## config.mk

```make
export PLATFORM = sky130hd
export DESIGN_NAME = max7219_spi_rx
export DESIGN_NICKNAME = d
export VERILOG_FILES = /design/src/rtl/max7219_spi_rx.sv
export SDC_FILE = /design/constraint.sdc
export NUM_CORES = 1
export LEC_CHECK = 0
export CAP_MARGIN = 0
export CORE_UTILIZATION = 45
export CTS_CLUSTER_SIZE = 20
export DETAILED_ROUTE_END_ITERATION = 12
export PLACE_DENSITY = 0.82
export SETUP_SLACK_MARGIN = 0.02
export SYNTH_ARGS = -nofsm -noshare
export SYNTH_HDL_FRONTEND = slang
export SYNTH_SLANG_ARGS = --single-unit
export TNS_END_PERCENT = 20
```

## constraint.sdc

```tcl
create_clock -name clk -period 7.03 [get_ports clk]
set_input_delay 1.0545 -clock clk [delete_from_list [all_inputs] [get_ports clk]]
set_output_delay 1.0545 -clock clk [all_outputs]
set_load 0.1 [all_outputs]
```

## src/rtl/max7219_spi_rx.sv

```systemverilog
// Receiver model of a daisy-chained MAX7219 array: oversamples sck/din/cs on clk,
// shifts frames in, and decodes each chip's 16-bit command into register state.
module max7219_spi_rx #(
    parameter int N_CHIPS     = 2,
    parameter int SYNC_STAGES = 2
) (
    input  logic                   clk,
    input  logic                   rst,
    input  logic                   sck,
    input  logic                   din,
    input  logic                   cs,
    output logic [64*N_CHIPS-1:0]  pixels,
    output logic [8*N_CHIPS-1:0]   decode_mode,
    output logic [4*N_CHIPS-1:0]   intensity,
    output logic [3*N_CHIPS-1:0]   scan_limit,
    output logic [N_CHIPS-1:0]     shutdown,
    output logic [N_CHIPS-1:0]     display_test,
    output logic                   frame_done,
    output logic                   frame_err
);
    localparam int FRAME_BITS = 16 * N_CHIPS;
    localparam int CW         = $clog2(FRAME_BITS + 1);

    logic [SYNC_STAGES-1:0] sck_sync, din_sync, cs_sync;
    logic                   sck_d, cs_d;
    logic                   sck_s, din_s, cs_s;
    logic                   sck_rise, cs_rise, cs_fall;
    logic [FRAME_BITS-1:0]  shreg;
    logic [CW-1:0]          bit_cnt;
    logic                   latch_q;
    logic [3:0]             addr [N_CHIPS];
    logic [7:0]             data [N_CHIPS];

    always_ff @(posedge clk or posedge rst) begin
        if (rst) begin
            sck_sync <= '0;
            din_sync <= '0;
            cs_sync  <= '1;
            sck_d    <= 1'b0;
            cs_d     <= 1'b1;
        end else begin
            sck_sync <= {sck_sync[SYNC_STAGES-2:0], sck};
            din_sync <= {din_sync[SYNC_STAGES-2:0], din};
            cs_sync  <= {cs_sync[SYNC_STAGES-2:0], cs};
            sck_d    <= sck_s;
            cs_d     <= cs_s;
        end
    end

    always_comb begin
        sck_s    = sck_sync[SYNC_STAGES-1];
        din_s    = din_sync[SYNC_STAGES-1];
        cs_s     = cs_sync[SYNC_STAGES-1];
        sck_rise = sck_s & ~sck_d;
        cs_rise  = cs_s & ~cs_d;
        cs_fall  = ~cs_s & cs_d;
    end

    // Gating on the delayed cs lets a bit arriving with the cs rise still shift;
    // the latch decision is taken a cycle later from the registered count.
    always_ff @(posedge clk or posedge rst) begin
        if (rst) begin
            shreg   <= '0;
            bit_cnt <= '0;
            latch_q <= 1'b0;
        end else begin
            latch_q <= cs_rise;
            if (cs_fall) begin
                bit_cnt <= '0;
            end else if (sck_rise && !cs_d) begin
                shreg <= (shreg << 1) | FRAME_BITS'(din_s);
                if (bit_cnt != CW'(FRAME_BITS))
                    bit_cnt <= bit_cnt + CW'(1);
            end
        end
    end

    always_comb begin
        for (int unsigned c = 0; c < N_CHIPS; c++) begin
            addr[c] = shreg[c*16+8 +: 4];
            data[c] = shreg[c*16 +: 8];
        end
    end

    always_ff @(posedge clk or posedge rst) begin
        if (rst) begin
            pixels       <= '0;
            decode_mode  <= '0;
            intensity    <= '0;
            scan_limit   <= '0;
            shutdown     <= '1;
            display_test <= '0;
            frame_done   <= 1'b0;
            frame_err    <= 1'b0;
        end else begin
            frame_done <= 1'b0;
            frame_err  <= 1'b0;
            if (latch_q) begin
                if (bit_cnt == CW'(FRAME_BITS)) begin
                    frame_done <= 1'b1;
                    for (int unsigned c = 0; c < N_CHIPS; c++) begin
                        case (addr[c])
                            4'h1, 4'h2, 4'h3, 4'h4, 4'h5, 4'h6, 4'h7, 4'h8:
                                pixels[c*64 + (32'(addr[c]) - 32'd1)*8 +: 8] <= data[c];
                            4'h9: decode_mode[c*8 +: 8] <= data[c];
                            4'hA: intensity[c*4 +: 4]   <= data[c][3:0];
                            4'hB: scan_limit[c*3 +: 3]  <= data[c][2:0];
                            4'hC: shutdown[c]           <= ~data[c][0];
                            4'hF: display_test[c]       <= data[c][0];
                            default: ;
                        endcase
                    end
                end else if (bit_cnt != '0) begin
                    frame_err <= 1'b1;
                end
            end
        end
    end
endmodule
```

Yosys cells after proc, flatten, opt, wreduce, memory -nomap -nowiden

Index checks and enable logic that the tools add are counted.

Register bits after elaboration: 207
Bits in latches: 0
Memory bits (writable): 0
Memory bits (read-only): 0
Bits of input ports: 5
Output and inout port bits: 164
Word-level logic and storage cells: 103
Memories kept: 0

Add/subtract/negate cells: 6
Multipliers: 0
Div/mod/pow operators: 0
Order comparisons: 0
Eq/ne operators: 28
Shifts and indexed selects: 4
Mux-type cells: 14
Bitwise operators: 10
Reductions and logical operators: 20

Operators by type and width:

| operator                                                | count |
|---|---|
| two-way mux 128 bit                                     | 4 |
| bitwise mux 128 bit                                     | 2 |
| variable shift 8 x 34 -> 128 bit (first input constant) | 2 |
| indexed part select 8 x 34 -> 128 bit                   | 2 |
| negation 32 -> 34 bit                                   | 2 |
| == test 4 bit (second input constant)                   | 12 |
| == test 4 x 3 -> 1 bit (second input constant)          | 8 |
| AND reduction 3 bit                                     | 10 |
| OR 28 x 1 -> 28 bit                                     | 1 |
| two-way mux 6 bit                                       | 3 |
| == test 4 x 2 -> 1 bit (second input constant)          | 4 |
| OR reduction 8 bit                                      | 2 |
| subtractor 4 x 1 -> 5 bit (second input constant)       | 2 |
| adder 8 x 8 -> 9 bit (first input constant)             | 1 |
| == test 4 x 1 -> 1 bit (second input constant)          | 2 |
| adder 6 x 1 -> 6 bit (second input constant)            | 1 |
| == test 6 bit (second input constant)                   | 1 |
| != test 6 bit (second input constant)                   | 1 |
| NOT 1 bit                                               | 6 |
| AND reduction 2 bit                                     | 3 |
| nonzero test 6 bit                                      | 1 |
| two-way mux 1 bit                                       | 5 |
| nonzero test 2 bit                                      | 2 |
| AND 1 bit                                               | 3 |
| other kinds (2)                                         | 2 |

Depth between registers and ports, before layout

Depth in word-level cells: 9
Gate-level depth with buffers: 18
Gate-level depth less buffers: 15

Worst setup path after synthesis

Ideal clock, no wire load.

Kind: flip-flop to flip-flop
Start: register shreg[24]
End: register pixels[0]
Library setup time: 87 ps
Data arrival time: 3,971 ps
Required time: 6,943 ps
Path slack: 2,972 ps
Stages on the path, launching flop included: 18
Path buffers: 3
Period minus slack after synthesis: 4,058 ps
Path through: dfrtp_1 -> buf_2 -> inv_1 -> ha_1 -> buf_2 -> nand2b_1 -> nor2_1 -> ha_1 -> nor3_1 -> nand2_1 -> ha_1 -> or4b_2 -> or4_1 -> a21oi_1 -> and4_1 -> buf_1 -> nand2_1 -> o211ai_1

Word-level cells in the longest chain between the ends: 6
Elaborated cells on any way between the ends: 16
Those cells by class: add/sub: 3; eq/ne: 8; shift: 2; mux: 2; reduce/logical: 1

RTL lines:

| what                                                                                      | line | RTL |
|---|---|---|
| start: declaration                                                                        | 28   | `logic [FRAME_BITS-1:0] shreg;` |
| start signal: assignment                                                                  | 71   | `shreg <= (shreg << 1) \| FRAME_BITS'(din_s);` |
| subtractor 4 x 1 -> 5 bit                                                                 | 104  | `pixels[c*64 + (32'(addr[c]) - 32'd1)*8 +: 8] <= data[c];` |
| adder 8 x 8 -> 9 bit                                                                      | 104  |  |
| negation 32 -> 34 bit                                                                     | 104  |  |
| indexed part select 8 x 34 -> 128 bit or variable shift 8 x 34 -> 128 bit (tied branches) | 104  |  |
| bitwise mux 128 bit                                                                       | 104  |  |
| two-way mux 128 bit (*)                                                                   | 102  | `case (addr[c])` |
| end signal: indexed assignment                                                            | 104  |  |
| end: declaration                                                                          | 12   | `output logic [64*N_CHIPS-1:0] pixels,` |

Every way passes the cells marked *; elsewhere a longest branch is shown, timed or not.
A chain may end at the register's enable or synchronous reset.

Worst setup path in the final report

Start: register shreg[8]
End: register pixels[80]

Word-level cells in the longest chain between the ends: 9
Elaborated cells on any way between the ends: 19
Those cells by class: add/sub: 2; eq/ne: 8; shift: 2; mux: 6; reduce/logical: 1

RTL lines:

| what                                                                                      | line | RTL |
|---|---|---|
| subtractor 4 x 1 -> 5 bit                                                                 | 104  |  |
| negation 32 -> 34 bit                                                                     | 104  |  |
| indexed part select 8 x 34 -> 128 bit or variable shift 8 x 34 -> 128 bit (tied branches) | 104  |  |
| bitwise mux 128 bit                                                                       | 104  |  |
| two-way mux 128 bit (*)                                                                   | 102  |  |
| two-way mux 128 bit (*)                                                                   | 99   | `if (bit_cnt == CW'(FRAME_BITS)) begin` |
| two-way mux 128 bit (*)                                                                   | 98   | `if (latch_q) begin` |
| bitwise mux 128 bit                                                                       | 104  |  |
| two-way mux 128 bit (*)                                                                   | 102  |  |

Every way passes the cells marked *; elsewhere a longest branch is shown, timed or not. The select of a mux whose other input is x is not followed.

==> results.md <==
Power:
- The total power after layout is 2700 uW.
- The leakage dissipation is 0.00561 uW.
- The maximum resistive drop on vdd is 137 uV.
- The power density of the placed cells is 197 nW/um^2.

Final layout:
- At the end of the flow, the number of nets in the layout was 1335.
- The repair_antennas step left the layout with diodes totalling 0.
- The layout cell share with drive strength beyond 1 is 8.97%.
- The non-filler instance count after layout is 1639.
- The number of filler instances in the final layout is 2150.
- The area taken by flip-flops and latches is 5190 um^2.
- The most frequent standard cell in the layout excluding fill and tap cells is dfrtp_1.
- Summing all multi-input logic gate instances after layout gives 5470 um^2.
- The area growth from synthesis to layout is 23.4%.
- The top cell types in the final layout, fill and taps aside, are 202 x dfrtp_1, 168 x clkdlybuf4s50_1, 106 x nand2_1.

STA:
- The setup skew after layout is 11.2 ps.
- The final setup violation count is 0.
- The actual transition at the worst max-transition pin is 1210 ps.
- Setup repair after global routing left no endpoint under its margin.
- The highest clock frequency the design can meet is 0.202 GHz.
- The remaining max-slew budget at the tightest pin is 19.5%.
- The number of hold violations in the final report is 0.
- Of the available clock period, the critical path in the final layout requires 70.4%.
- The worst path needs 4950 ps of the cycle, external delays included.
- The final count of pins violating max slew is 0.
- After routing, the total negative slack on setup checks comes to 0 ps.

GRT:
- The number of global-route vias before repair is 10025.
- The pin count of the biggest net entering global routing is 139.
- The aggregate global routing overflow is 0.
- The initial antenna violation count is 0.
- The global-route usage over all layers is 29.4%.
- The first global-routing pass estimated 58300 um of wire.

Setup path:
- For the worst setup path, the data required time is 7370 ps.
- Of all nets on the critical path, the largest fanout is 19.
- The number of cells on the worst reg-to-reg path is 11.
- Data on the critical path arrives at its endpoint at 5290 ps.
- The startpoint class of the critical path is a flip-flop.
- The path type of the worst setup path is flip-flop to flip-flop.
- The setup slack of the worst register-to-register path is 2080 ps.
- The worst setup path is captured at a flip-flop.

Yosys:
- The post-synthesis cell type count is 82.
- The cell area after technology mapping is 11100 um^2.
- The cell count after synthesis came out at 1175.
- The synthesized area divided by synthesized cell count is 9.45 um^2.
- After synthesis the netlist holds a flip-flop and latch count of 207.
- The sequential-to-total area share from yosys stat is 46.7%.
- In the synthesized netlist the async set-or-reset flop fraction comes to 100%.
- When the netlist entered floorplanning its net count stood at 1211.
- The number of flops mapped to enable cells by yosys is 0.
- The count of warnings emitted by yosys is 0.
- Among all flip-flop cells after synthesis, the most frequent one is dfrtp_1.

CTS:
- The clock drives 207 sinks.
- Once the clock tree was built, the setup fixing pass inserted 0 buffers.
- TritonCTS built the clock tree.
- After clock tree synthesis, the flow added hold-fix buffers numbering 0.
- The root buffer cell is clkbuf_16.
- The clock transition at the registers of the reported paths is 60 ps.
- The maximum count of clock buffers along a single path is 3.
- In this run the number of H-tree levels came out at 1.
- The clock latency on the worst-skew pair is 510 ps.
- The number of gates resized after CTS is 0.
- The number of buffers created by CTS is 22.

Detailed routing:
- The first routing iteration left 1418 violations.
- Once detail routing completed, the nets flagged for antenna violations numbered 0.
- The number of DRC violations after detailed routing is 0.
- The average vias per placed instance is 6.44.
- The per-cell routed wire length is 23.0 um.
- The detailed-route via count is 10554.
- For this block, the routed nets add up to 37700 um of wire.
- The pre-antenna-repair detailed-routing pass consisted of 6 iterations.

Hold path:
- In this run the worst hold path is classified as flip-flop to flip-flop.
- The number of instances on the worst hold path is 0.

Floorplan:
- The floorplan step defined a core boundary enclosing 24200 um^2.
- Measured along the x axis, the die boundary spans 159 um.
- The die covers 25300 um^2.
- From bottom edge to top edge, the die measures 159 um.
- The initial core utilization is 45.8%.
- The number of rows in the core area is 57.
- The top-level port count is 169.

Place:
- The congestion estimate from routability-driven global placement came to 0.994.
- The count of buffers from port buffering is 168.
- The instance count after placement with tap cells included is 1599.
- The HPWL after detailed placement is 26300 um.

Outcome:
- The flow ran to the end, and the final reports show no timing, DRC or antenna violations.

Run:
- The number of max-cap violations is 0.
flip-flops by register name (all words and copies together), names as in the netlist:
name and cells:
pixels 128, shreg 28, decode_mode 16, intensity 8, bit_cnt 6, scan_limit 6, cs_sync 2, din_sync 2
display_test 2, sck_sync 2, shutdown 2, cs_d 1, frame_done 1, frame_err 1, latch_q 1, sck_d 1
cells by family after synthesis:
| group | after synthesis | synth area share (%) |
|---|---|---|
| multiplexers | 41 | 4.15 |
| XOR/XNOR | 14 | 1.24 |
| AO/OA/AOI/OAI | 314 | 19.4 |
| buffers and inverters | 114 | 4.10 |
| adder cells (fa/ha/maj) | 31 | 3.56 |
| AND/OR/NAND/NOR | 454 | 20.9 |
| flip-flops | 207 | 46.7 |
report_power, final:
group,leakage (uW),total (uW),internal [uW],switching (uW)
combinational,0.00240,249,63.2,186
sequential,0.00286,1240,1210,31.3
clock,0.000363,1210,733,476
total,0.00561,2700,2000,693
cell usage after synthesis, types with 26 or more instances:
| master | count | share of area (%) |
|---|---|---|
| o21ai_0 | 57 | 2.6 |
| nor2_1 | 104 | 3.5 |
| dfrtp_1 | 202 | 46 |
| a21oi_1 | 60 | 2.7 |
| clkbuf_1 | 45 | 1.5 |
| a211oi_1 | 67 | 4.5 |
| ha_1 | 30 | 3.4 |
| inv_1 | 38 | 1.3 |
| nand3_1 | 26 | 1.2 |
| nand2_1 | 106 | 3.6 |
| mux2_2 | 40 | 4.1 |
| nor3_1 | 89 | 4.0 |
worst paths after layout:
path                                  start     endpoint
worst max-delay path               shreg[8]   pixels[80]
worst min-delay path            sck_sync[0]  sck_sync[1]
worst max register to register     shreg[8]   pixels[80]
worst min register to register  sck_sync[0]  sck_sync[1]
max in group asynchronous               rst    shreg[15]
min in group asynchronous               rst    frame_err
per-layer routing:
metal | up-vias | track usage (%) | share of wire, %
li1 | 4582 | - | -
met1 | 5061 | 40.4 | 39
met2 | 740 | 44.6 | 44
met3 | 171 | 6.36 | 12
met4 | 0 | 13.0 | 5.2
met5 | - | 0 | 0
critical path, stage by stage (launching register included):
cell	delay, ps
dfrtp_1	630
inv_1	160
ha_1	500
nand2_1	140
or3_1	340
ha_1	620
and4b_1	290
and4_1	280
o31a_1	480
nand2_1	230
a211oi_1	910
a211oi_1	190
per-stage QoR:
step / setup WS [ps] / hold WS (ps) / cell area, um^2 / util [%]
after global placement: 2380 / 333 / 13000 / 53.4
after detailed placement: 2230 / 335 / 13000 / 53.4
final: 2080 / 344 / 13700 / 56.5
after global routing: 1720 / 364 / 13700 / 56.5
after CTS: 2180 / 351 / 13700 / 56.5
after floorplan: 331 / 331 / 11100 / -
layout make-up:
type / count / area share, %
Inverter: 38 / 1.10
Timing Repair Buffer: 176 / 12.7
Clock buffer: 34 / 4.65
Multi-Input combinational cell: 854 / 40.0
Clock inverter: 6 / 0.767
Tap cell: 324 / 2.96
Sequential cell: 207 / 37.9
Power figures use the tool's default switching activity.
